$ cat src/rtl/bl_mux_pkg.sv
// Shared types and helpers for the BL_MUX channel-scan sequencer.
// Latency: n/a (declarations only).
// Backpressure: n/a.
// Contents: NUM_CH/CH_W geometry, scan FSM state enum, lowest-set-bit and max helpers.
package bl_mux_pkg;

   localparam int NUM_CH = 8;
   localparam int CH_W   = 3;

   typedef enum logic [2:0] {
      IDLE   = 3'd0,
      BBM    = 3'd1,
      SETTLE = 3'd2,
      SAMPLE = 3'd3,
      DONE   = 3'd4
   } scan_state_t;

   // Index of the lowest set bit; 0 when the mask is empty (callers qualify).
   function automatic logic [CH_W-1:0] lowest_set(input logic [NUM_CH-1:0] mask);
      logic [CH_W-1:0] idx;
      idx = '0;
      for (int i = NUM_CH - 1; i >= 0; i--) begin
         if (mask[i]) idx = CH_W'(i);
      end
      return idx;
   endfunction

   function automatic int max_int(input int a, input int b);
      return (a > b) ? a : b;
   endfunction

endpackage

$ cat src/rtl/bl_mux_chan_sel.sv
// Next-channel finder: lowest enabled channel strictly above cur, else wraps.
// Latency: combinational.
// Backpressure: none.
// Ports: mask (enabled channels), cur (current channel), wrap (allow wrap to lowest)
//        -> nxt (selected channel), found (a channel was selected).
module bl_mux_chan_sel
   import bl_mux_pkg::*;
(
   input  logic [NUM_CH-1:0] mask,
   input  logic [CH_W-1:0]   cur,
   input  logic              wrap,
   output logic [CH_W-1:0]   nxt,
   output logic              found
);

   logic [NUM_CH-1:0] above;

   always_comb begin
      above = '0;
      nxt   = '0;
      found = 1'b0;
      for (int i = 0; i < NUM_CH; i++) begin
         above[i] = mask[i] && (i > int'(cur));
      end
      if (above != '0) begin
         nxt   = lowest_set(above);
         found = 1'b1;
      end else if (wrap && (mask != '0)) begin
         // Wrapping may land back on cur for a single-channel mask.
         nxt   = lowest_set(mask);
         found = 1'b1;
      end
   end

endmodule

$ cat src/rtl/bl_mux_scan_ctrl.sv
// Scans enabled ADG1408 channels: break-before-make, settle, then one ADC req/ack per channel.
// Latency: start -> mux_en 1+BBM_CYCLES; mux_en -> sample_req SETTLE_CYCLES; outputs registered.
// Backpressure: sample_req held until sample_ack (or timeout when BL_MUX_SCAN_TIMEOUT_EN is defined).
// Ports: clk, Reset (async, active-high), start/stop/continuous/ch_mask control, sample_ack from ADC;
//        mux_en/mux_a to BL_MUX, sample_req/ch_id to ADC, busy/done/timeout_err status.
// Option: define BL_MUX_SCAN_TIMEOUT_EN to abandon an unacked sample after TIMEOUT_CYCLES.
module bl_mux_scan_ctrl
   import bl_mux_pkg::*;
#(
   parameter int BBM_CYCLES     = 4,
   parameter int SETTLE_CYCLES  = 50,
   parameter int TIMEOUT_CYCLES = 1024
)(
   input  logic              clk,
   input  logic              Reset,
   input  logic              start,
   input  logic              stop,
   input  logic              continuous,
   input  logic [NUM_CH-1:0] ch_mask,
   input  logic              sample_ack,
   output logic              mux_en,
   output logic [CH_W-1:0]   mux_a,
   output logic              sample_req,
   output logic [CH_W-1:0]   ch_id,
   output logic              busy,
   output logic              done,
   output logic              timeout_err
);

`ifdef BL_MUX_SCAN_TIMEOUT_EN
   localparam int CNT_MAX = max_int(max_int(BBM_CYCLES, SETTLE_CYCLES), TIMEOUT_CYCLES);
`else
   localparam int CNT_MAX = max_int(BBM_CYCLES, SETTLE_CYCLES);
`endif
   localparam int CNT_W = $clog2(CNT_MAX + 1);

   scan_state_t       state_q, state_d;
   logic [CNT_W-1:0]  cnt_q;
   logic [NUM_CH-1:0] mask_q;
   logic              cont_q;
   logic              stop_pend_q;

   logic              start_ok;
   logic              cnt_zero;
   logic              tmo_hit;
   logic              adv;
   logic [CH_W-1:0]   nxt_ch;
   logic              nxt_found;

   logic              mux_en_d, sample_req_d, busy_d, done_d;
   logic [CH_W-1:0]   mux_a_d;

   // stop has priority over a simultaneous start.
   assign start_ok = start && !stop;
   assign cnt_zero = (cnt_q == '0);

`ifdef BL_MUX_SCAN_TIMEOUT_EN
   assign tmo_hit = (state_q == SAMPLE) && !sample_ack && cnt_zero;
`else
   assign tmo_hit = 1'b0;
`endif

   // A timed-out sample advances exactly as if it had been acknowledged.
   assign adv = sample_ack || tmo_hit;

   bl_mux_chan_sel u_chan_sel (
      .mask  (mask_q),
      .cur   (mux_a),
      .wrap  (cont_q),
      .nxt   (nxt_ch),
      .found (nxt_found)
   );

   // State register.
   always_ff @(posedge clk or posedge Reset) begin
      if (Reset) state_q <= IDLE;
      else       state_q <= state_d;
   end

   // Next-state logic.
   always_comb begin
      state_d = state_q;
      case (state_q)
         IDLE:   if (start_ok && (ch_mask != '0)) state_d = BBM;
         BBM:    if (stop) state_d = DONE;
                 else if (cnt_zero) state_d = SETTLE;
         SETTLE: if (stop) state_d = DONE;
                 else if (cnt_zero) state_d = SAMPLE;
         // A request is never withdrawn: stop only takes effect once the sample completes.
         SAMPLE: if (adv) state_d = (stop || stop_pend_q || !nxt_found) ? DONE : BBM;
         DONE:   state_d = IDLE;
         default: state_d = IDLE;
      endcase
   end

   // Output decode of the upcoming state; registered below so outputs align with state_q.
   always_comb begin
      mux_en_d     = (state_d == SETTLE) || (state_d == SAMPLE);
      sample_req_d = (state_d == SAMPLE);
      busy_d       = (state_d != IDLE);
      done_d       = (state_d == DONE) ||
                     ((state_q == IDLE) && start_ok && (ch_mask == '0));
      mux_a_d      = mux_a;
      // Address only moves on BBM entry, the same edge that drops mux_en.
      if ((state_q == IDLE) && (state_d == BBM))
         mux_a_d = lowest_set(ch_mask);
      else if ((state_q == SAMPLE) && (state_d == BBM))
         mux_a_d = nxt_ch;
   end

   always_ff @(posedge clk or posedge Reset) begin
      if (Reset) begin
         cnt_q       <= '0;
         mask_q      <= '0;
         cont_q      <= 1'b0;
         stop_pend_q <= 1'b0;
         mux_en      <= 1'b0;
         mux_a       <= '0;
         sample_req  <= 1'b0;
         busy        <= 1'b0;
         done        <= 1'b0;
      end else begin
         // Shared down-counter, reloaded on every state entry.
         if (state_d != state_q) begin
            case (state_d)
               BBM:     cnt_q <= CNT_W'(BBM_CYCLES - 1);
               SETTLE:  cnt_q <= CNT_W'(SETTLE_CYCLES - 1);
`ifdef BL_MUX_SCAN_TIMEOUT_EN
               SAMPLE:  cnt_q <= CNT_W'(TIMEOUT_CYCLES - 1);
`endif
               default: cnt_q <= '0;
            endcase
         end else if (!cnt_zero) begin
            cnt_q <= cnt_q - CNT_W'(1);
         end

         if ((state_q == IDLE) && start_ok && (ch_mask != '0)) begin
            mask_q <= ch_mask;
            cont_q <= continuous;
         end

         // Remember a stop seen while waiting for ack.
         if ((state_q == SAMPLE) && (state_d == SAMPLE))
            stop_pend_q <= stop_pend_q || stop;
         else
            stop_pend_q <= 1'b0;

         mux_en     <= mux_en_d;
         mux_a      <= mux_a_d;
         sample_req <= sample_req_d;
         busy       <= busy_d;
         done       <= done_d;
      end
   end

   assign ch_id = mux_a;

`ifdef BL_MUX_SCAN_TIMEOUT_EN
   always_ff @(posedge clk or posedge Reset) begin
      if (Reset)
         timeout_err <= 1'b0;
      else if ((state_q == IDLE) && start_ok)
         timeout_err <= 1'b0;
      else if (tmo_hit)
         timeout_err <= 1'b1;
   end
`else
   assign timeout_err = 1'b0;
`endif

endmodule
$ cat config.mk
export PLATFORM = sky130hd
export DESIGN_NAME = bl_mux_scan_ctrl
export DESIGN_NICKNAME = d
export VERILOG_FILES = /design/src/rtl/bl_mux_pkg.sv /design/src/rtl/bl_mux_chan_sel.sv /design/src/rtl/bl_mux_scan_ctrl.sv
export SDC_FILE = /design/constraint.sdc
export NUM_CORES = 1
export LEC_CHECK = 0
export ABC_CLOCK_PERIOD_IN_PS = 2500
export CAP_MARGIN = 20
export CORE_MARGIN = 8
export CORE_UTILIZATION = 53
export DETAILED_ROUTE_END_ITERATION = 6
export HOLD_SLACK_MARGIN = 0.08
export MAX_ROUTING_LAYER = met4
export PLACE_DENSITY = 0.76
export SLEW_MARGIN = 20
export SYNTH_ARGS = -nofsm -noshare
export SYNTH_HDL_FRONTEND = slang
export SYNTH_SLANG_ARGS = --single-unit
export TNS_END_PERCENT = 10
$ cat constraint.sdc
create_clock -name clk -period 2.5 [get_ports clk]
set_input_delay 0.75 -clock clk [delete_from_list [all_inputs] [get_ports clk]]
set_output_delay 0.75 -clock clk [all_outputs]
set_load 0.02 [all_outputs]
==> After elaboration in Yosys (flattened, before gate mapping) <==
Index checks and enable logic that the tools add are counted.
{ "word_totals": {"reg_bits": 26, "inputBits": 14} }
{ "classes": {"addsub": 1, "order_cmp": 7, "n_eq_ne": 9, "n_mux": 41, "reduce_logical": 30} }
{ "op_table": {"columns": ["op", "count"], "rows": [
  ["3-bit 2-to-1 mux", 34],
  ["1-bit logical AND", 16],
  ["8-bit nonzero test", 2],
  ["3-bit by 2-bit equality test with 1-bit output, second input constant", 4],
  ["3-bit greater-than comparator, first input constant", 4],
  ["6-bit 2-to-1 mux", 2],
  ["3-bit case mux with 4 select lines", 1],
  ["6-bit case mux with 2 select lines", 1],
  ["8-bit logical NOT", 1],
  ["7-bit nonzero test", 1],
  ["3-bit by 1-bit equality test with 1-bit output, second input constant", 2],
  ["2-bit by 3-bit greater-than comparator with 1-bit output, first input constant", 2],
  ["6-bit logical NOT", 1],
  ["6-bit by 1-bit subtractor with 6-bit output, second input constant", 1],
  ["1-bit logical OR", 4],
  ["3-bit equality test, second input constant", 1],
  ["1-bit by 3-bit greater-than comparator with 1-bit output, first input constant", 1],
  ["3-bit logical NOT", 1],
  ["1-bit 2-to-1 mux", 3],
  ["3-bit != test", 1],
  ["3-bit nonzero test", 1],
  ["1-bit logical NOT", 2],
  ["2-bit by 1-bit != test with 1-bit output, second input constant", 1],
  ["2-bit nonzero test", 1]
]} }

==> Longest topological paths before layout <==
Gate-level depths: netlist of the first run.
{ "logic_depth": {"ltp_word": 13, "mapped_depth": 8} }

==> Hierarchy <==
From an unflattened synthesis of the first run, not the netlist that was laid out.
{ "hier_totals": {"cells_unflattened": 183, "hier_area_um2": 1680.4} }
{ "by_module_without_submodules": {"columns": ["mod", "instances", "cells_per_inst", "area_per_inst_um2", "seq_area_each_um2"], "rows": [
  ["bl_mux_scan_ctrl", 1, 138, 1405.1, 650.6],
  ["bl_mux_chan_sel", 1, 45, 275.3, 0.0]
]} }

==> Worst setup path after synthesis of the first run <==
OpenSTA, ideal clock, no wires.
{ "synth_timing": {"path_type": "input to register", "startpoint": "in ch_mask[0]", "endpoint": "reg cont_q", "setup_ps": 125, "arrival_time_ps": 2254, "required_time_ps": 2375, "setup_slack_ps": 122, "path_stages": 4, "n_path_buf": 1, "cell_sequence": "or4_1 > o211ai_1 > buf_2 > mux2_2"} }
{ "synth_via": {"elab_chain_cells": 2} }
{ "synth_rtl": {"columns": ["item", "line", "source"], "rows": [
  ["from (decl)", "bl_mux_scan_ctrl.sv:19", "input logic [NUM_CH-1:0] ch_mask,"],
  ["8-bit nonzero test", "bl_mux_scan_ctrl.sv:137", "if ((state_q == IDLE) && start_ok && (ch_mask != '0)) begin"],
  ["1-bit logical AND", "bl_mux_scan_ctrl.sv:137", null],
  ["to (signal assigned)", "bl_mux_scan_ctrl.sv:139", "cont_q <= continuous;"],
  ["to (decl)", "bl_mux_scan_ctrl.sv:40", "logic cont_q;"]
]} }
Every way passes these cells.
A chain may end at the register's enable or synchronous reset.

==> Worst setup path in the final report of the first run <==
{ "layout_timing": {"startpoint": "in ch_mask[4]", "endpoint": "reg mux_a[0], in the netlist ch_id[0]"} }
{ "layout_via": {"elab_chain_cells": 7, "elab_cells_between_ends": 14} }
{ "layout_rtl": {"columns": ["item", "line", "source"], "rows": [
  ["8-bit nonzero test", "bl_mux_scan_ctrl.sv:84", "IDLE: if (start_ok && (ch_mask != '0)) state_d = BBM;"],
  ["1-bit logical AND", "bl_mux_scan_ctrl.sv:84", null],
  ["3-bit 2-to-1 mux", "bl_mux_scan_ctrl.sv:84", null],
  ["3-bit case mux with 4 select lines", "bl_mux_scan_ctrl.sv:83", "case (state_q)"],
  ["3-bit by 1-bit equality test with 1-bit output", "bl_mux_scan_ctrl.sv:105, bl_mux_scan_ctrl.sv:107", null],
  ["1-bit logical AND, on equally long branches", "bl_mux_scan_ctrl.sv:105, bl_mux_scan_ctrl.sv:107", null],
  ["3-bit 2-to-1 mux or 2-bit nonzero test (tied branches)", null, null],
  ["to (signal assigned)", "bl_mux_scan_ctrl.sv:149", "mux_a <= mux_a_d;"],
  ["to (decl)", "bl_mux_scan_ctrl.sv:22", "output logic [CH_W-1:0] mux_a,"]
]} }
Several ways; a longest one is shown, not always the timed one.

==> metrics.csv, run 1 <==
metric;value;unit
first_pass_iters;4;
holdPathEnd;mask_q[0];
cpMaxStageDelayCell;or4_4;
synth-seq-cells;26;
cts_root_buffer;clkbuf_4;
final_cell_mix;dfrtp_1, clkdlybuf4s50_1, nor2_1, buf_4, inv_1;
setup_violations;0;
gr-usage-all-layers;0.166;
post_synth.cell_area_avg;8.90;sq um
clk_latency;0.32;ns
portBuffers;23;
min-delay-start;mask_q[0];
synthArstFlopShare;1.00;
place_ws;-0.294;ns
syn_nets;200;
r2r_start;mask_q[6];
via_per_inst;5.93;
cpPeakStageDelay;0.54;ns
seq_power_share;0.314;
layoutNonFillerInstCount;255;
start_util;0.545;
ios;25;
wl;3960;um
via_count;1511;
drv_slew;0;
drv_cap;0;
dp_hpwl;3140;um
cts_hold_buf;0;
synth_cell_types;50;
drive_gt1_frac;0.194;
seqCellArea;651;sq um
final_common_cell;dfrtp_1;
setup_slack;0.0307;ns
placed_cells;251;
ant_nets;0;
power_switching;1110;uW
grt_pass1_vias;1462;
fillers;259;
antennaDiodeCount;0;
yosys-mux-area-fraction;0.0741;
design.core.area;3000;sq um
synth-compound-area-share;0.202;
startpoint_type;input port;
cts_max_path_buffers;2;
dieArea;5130;sq um
synth_xor_area_frac;0.0267;
rows;20;
drcViolationCount;0;
nets;239;
fin_util;0.693;
clkPwrFrac;0.107;
synth_enable_flop_cells;0;
p_int;1540;uW
drt_iter0_drc;101;
synth_cells;184;
grt_max_degree;27;
cp.required;2.72;ns
multi_input_area;892;sq um
cp_max_fo;3;
vdd.ir_drop.worst;0.721;mV
worstPathCellList;clkdlybuf4s50_1 > or4_4 > o211ai_1 > buf_4 > nand2_1 > a2bb2oi_1 > mux2_2;
die_x;71.6;um
critical_path_class;input port to flip-flop;
comb_power_share;0.579;
critPathArrivalTime;2.69;ns
finalClockSkew;0.00930;ns
grt_pass1_wl;6860;um
yosys.area_share.adder;0.0153;
wl_per_cell;15.5;um
synth-main-ff-cell;dfrtp_1;
htreeDepth;1;
end_kind;flip-flop;
cts_buffers;3;
p_leak;0.000943;uW
finalCriticalPeriod;2.47;ns
yosys.area_share.simple;0.218;
r2r_cells;6;
reg2reg_to;ch_id[1];
status;finished, final reports clean;
area_growth_syn_to_layout;27.1;%
die_h;71.6;um
reg2reg_slack;0.15;ns
finalWeightedCongestion;0.971;
cts_tree;done;
p_sw_frac;0.419;
hold_depth;2;
synth_top_family_by_area;simple AND/OR/NAND/NOR gates;
max_freq;0.405;GHz
power_density;1280;nW/um^2
hold_class;flip-flop to flip-flop;
clkSinkCount;26;
yosysSeqAreaShare;0.397;
clk_pin_slew;0.14;ns
final-hold-violation-count;0;
grt_overflow;0;
antenna_found_initial;0;
yosys_warnings;0;
netlist_area;1640;sq um
post-route-period-util;0.988;
## cell families after synthesis
logic type | after synthesis
flops | 26
simple gates | 69
fa+ha+maj | 2
other cells | 1
mux | 11
buf+inv | 23
compound gates | 47
xor+xnor | 5
## layout make-up
type | count | share of cell area
clock buffer | 3 | 0.0108
clock inverter | 1 | 0.0144
inverter | 14 | 0.0252
multi-input combinational | 135 | 0.428
sequential | 26 | 0.312
tap | 33 | 0.0198
timing repair buffer | 43 | 0.189
## per-layer routing
metal,GRT usage,part of all wire
met1,0.223,0.46
met2,0.266,0.50
met3,0.0223,0.034
met4,0.0204,0.0051
met5,-,0
## synthesized netlist by cell type, drive strengths merged, types with 2 or more instances
cell / count / area (sq um)
buf: 7 / 45.0
nor2: 19 / 71.3
o21ai: 10 / 50.0
xnor2: 3 / 26.3
mux2: 9 / 101
and2: 2 / 15.0
o21bai: 2 / 15.0
nor3: 5 / 25.0
a32oi: 2 / 17.5
nand2b: 5 / 31.3
ha: 2 / 25.0
a21oi: 8 / 40.0
xor2: 2 / 17.5
dfrtp: 26 / 651
a221oi: 2 / 17.5
nand3: 3 / 15.0
a31oi: 3 / 18.8
mux2i: 2 / 20.0
or4: 5 / 37.5
nor4: 5 / 31.3
or3: 2 / 12.5
a2bb2oi: 2 / 17.5
inv: 14 / 52.6
o31ai: 3 / 22.5
nor2b: 4 / 25.0
nand2: 14 / 55.1
clkbuf: 2 / 7.51
o211ai: 3 / 22.5
## critical path, delay by kind of cell
kind,cells,cell delay (ns)
AOI/OAI and AO/OA,2,0.43
and+or+nand+nor,2,0.61
buffers and inverters,2,0.63
muxes,1,0.27
## sequential cells by signal (all words and copies together), names as in the netlist
register	count
mask_q	8
ch_id	3
stop_pend_q	1
sample_req	1
cnt_q	6
mux_en	1
busy	1
cont_q	1
done	1
state_q	3
## power groups by stage
stage	clock network [uW]	registers (uW)	logic (uW)
global route	309	871	1710
finish	285	835	1540
detailed placement	0	841	1520
global placement	0	829	1480
floorplan	0	812	1050
CTS	293	832	1540
## what timing repair did
action	4_1_cts	5_1_grt
resized for setup	0	3
setup buffers	0	0
endpoints found under the hold margin	0	0
endpoints found under the setup margin	0	4
## per-stage QoR
| stage | TNS [ns] | power [uW] | hold slack, ns | area, sq um |
|---|---|---|---|---|
| 2_1_floorplan | 0 | 1860 | 0.478 | 1640 |
| 4_1_cts | 0 | 2660 | 0.579 | 2070 |
| 6_report | 0 | 2660 | 0.574 | 2080 |
| 5_1_grt | -0.0123 | 2890 | 0.607 | 2080 |
| 3_5_place_dp | -4.49 | 2360 | 0.548 | 2020 |
| 3_3_place_gp | -3.62 | 2310 | 0.506 | 2020 |
## how the worst max path moves through the flow
stage	end	slack (ns)	cells past startpoint	startpoint
after floorplan	cont_q	0.12	4	ch_mask[0]
after global placement	ch_id[0]	-0.23	7	ch_mask[0]
after detailed placement	ch_id[0]	-0.29	7	ch_mask[0]
after CTS	busy	0.05	7	ch_mask[0]
after global routing	ch_id[0]	-0.01	7	ch_mask[4]
final	ch_id[0]	0.03	7	ch_mask[4]
No activity file was read; power rests on OpenSTA's default activity.
==> run 2: changes to the inputs <==
- CORE_UTILIZATION: 53 -> 40
- PLACE_DENSITY: 0.76 -> 0.59
==> run 2 against run 1 <==
Sequential power fell by 2.9%. First-iteration DRC count rose by 12%. Largest power group unchanged. Largest cell class unchanged. Critical path depth fell by 1. Setup slack improved by 0.046 ns. Critical path type unchanged. Clock skew fell by 0.0050 ns. Clock-buffer cell count did not move. Routed wire length rose by 5.9%.
==> metrics.csv, run 2 (synthesis gave the netlist of run 1 again) <==
metric;value;unit
post-route-period-util;0.969;
final_cell_mix;dfrtp_1, buf_4, nor2_1;
cts_tree;done;
p_leak;0.00101;uW
grt_pass1_vias;1502;
ant_nets;0;
cp_max_fo;4;
drcViolationCount;0;
cpMaxStageDelayCell;or4_1;
power_switching;1150;uW
cts_buffers;3;
fin_hold_ws;0.551;ns
area_growth_syn_to_layout;30.8;%
grt_overflow;0;
cp.required;2.66;ns
setup_slack;0.0771;ns
clk_pin_slew;0.09;ns
dieArea;6400;sq um
design.core.area;3970;sq um
final-hold-violation-count;0;
drv_cap;0;
cpPeakStageDelay;0.58;ns
r2r_cells;6;
rsz0062_at_grt;no;
worstPathCellList;clkdlybuf4s50_1 > or4_1 > a32oi_1 > nor2_1 > and2_4 > a211o_1;
drv_slew;0;
antenna_found_initial;0;
cts_root_buffer;clkbuf_8;
hold_depth;2;
grt_max_degree;27;
htreeDepth;1;
clkPwrFrac;0.087;
cts_hold_buf;0;
reg2reg_slack;0.12;ns
r2r_start;mask_q[4];
rows;23;
finalCriticalPeriod;2.42;ns
gr-usage-all-layers;0.135;
wl_per_cell;15.3;um
p_int;1540;uW
status;finished, final reports clean;
p_sw_frac;0.428;
first_pass_iters;4;
largest_reg_flops;8;
vdd.ir_drop.worst;0.492;mV
die_h;80.0;um
critPathArrivalTime;2.58;ns
finalClockSkew;0.00432;ns
ios;25;
largest_registers;mask_q: 8 flops, cnt_q: 6 flops;
drt_iter0_drc;113;
reg2reg_to;ch_id[0];
post_cts_buffers;0;
finalWeightedCongestion;0.947;
antennaDiodeCount;0;
clk_latency;0.27;ns
setup_violations;0;
portBuffers;23;
clkSinkCount;26;
critical_path_class;input port to flip-flop;
place_ws;-0.276;ns
startpoint_type;input port;
start_util;0.412;
die_x;80.0;um
via_count;1526;
power.total;2690;uW
grt_pass1_wl;6810;um
seq_power_share;0.302;
hold_class;flip-flop to flip-flop;
cts_max_path_buffers;2;
comb_power_share;0.611;
via_per_inst;5.57;
fillers;378;
min-delay-start;mask_q[0];
final_common_cell;dfrtp_1;
holdPathEnd;mask_q[0];
max_freq;0.413;GHz
dp_hpwl;3220;um
power_density;1250;nW/um^2
end_kind;flip-flop;
nets;242;
largest_register;mask_q;
drive_gt1_frac;0.210;
wl;4190;um
run 2: what timing repair did:
item,4_1_cts,5_1_grt
resized for setup,0,12
endpoints found under the setup margin,0,15
endpoints found under the hold margin,0,0
run 2: metrics by stage:
stage          TNS, ns  cell area, sq um  cells  utilization
2_1_floorplan        0              1640    184            -
3_3_place_gp     -4.25              2060    271        0.520
3_5_place_dp     -4.54              2060    271        0.520
4_1_cts              0              2100    274        0.530
5_1_grt              0              2140    274        0.539
6_report             0              2140    274        0.539
run 2: power by group through the flow:
stage          registers (uW)  logic [uW]  clock network, uW
6_report                  811        1640                235
5_1_grt                   844        1780                262
4_1_cts                   805        1610                241
3_5_place_dp              814        1600                  0
3_3_place_gp              801        1570                  0
2_1_floorplan             812        1050                  0
run 2: routing by layer:
layer,up-vias,wire [um],global-route usage
met4,0,38,0.0455
met5,-,0,-
met3,4,164,0.0236
met1,741,1950,0.165
met2,38,2040,0.217
li1,743,-,-
run 2: worst max-delay path by stage:
stage / from / end / slack, ns / depth (start not counted)
2_1_floorplan: ch_mask[0] / cont_q / 0.12 / 4
3_3_place_gp: ch_mask[0] / busy / -0.27 / 7
3_5_place_dp: ch_mask[0] / ch_id[0] / -0.28 / 7
4_1_cts: ch_mask[0] / ch_id[0] / 0.005 / 7
5_1_grt: mask_q[4] / ch_id[0] / 0.01 / 6
6_report: stop / cnt_q[0] / 0.08 / 6
run 2: cell type report:
cell class	instances	area [sq um]	share of cell area
Multi-Input combinational cell	135	905	0.422
Timing Repair Buffer	46	430	0.201
Clock buffer	3	41.3	0.0193
Inverter	14	52.6	0.0245
Sequential cell	26	651	0.304
Tap cell	50	62.6	0.0292
run 2: worst max-delay path, delay by kind of cell:
family,cells,cell delay [ns]
buffers and inverters,1,0.47
AO/OA/AOI/OAI,2,0.51
AND/OR/NAND/NOR,3,0.85
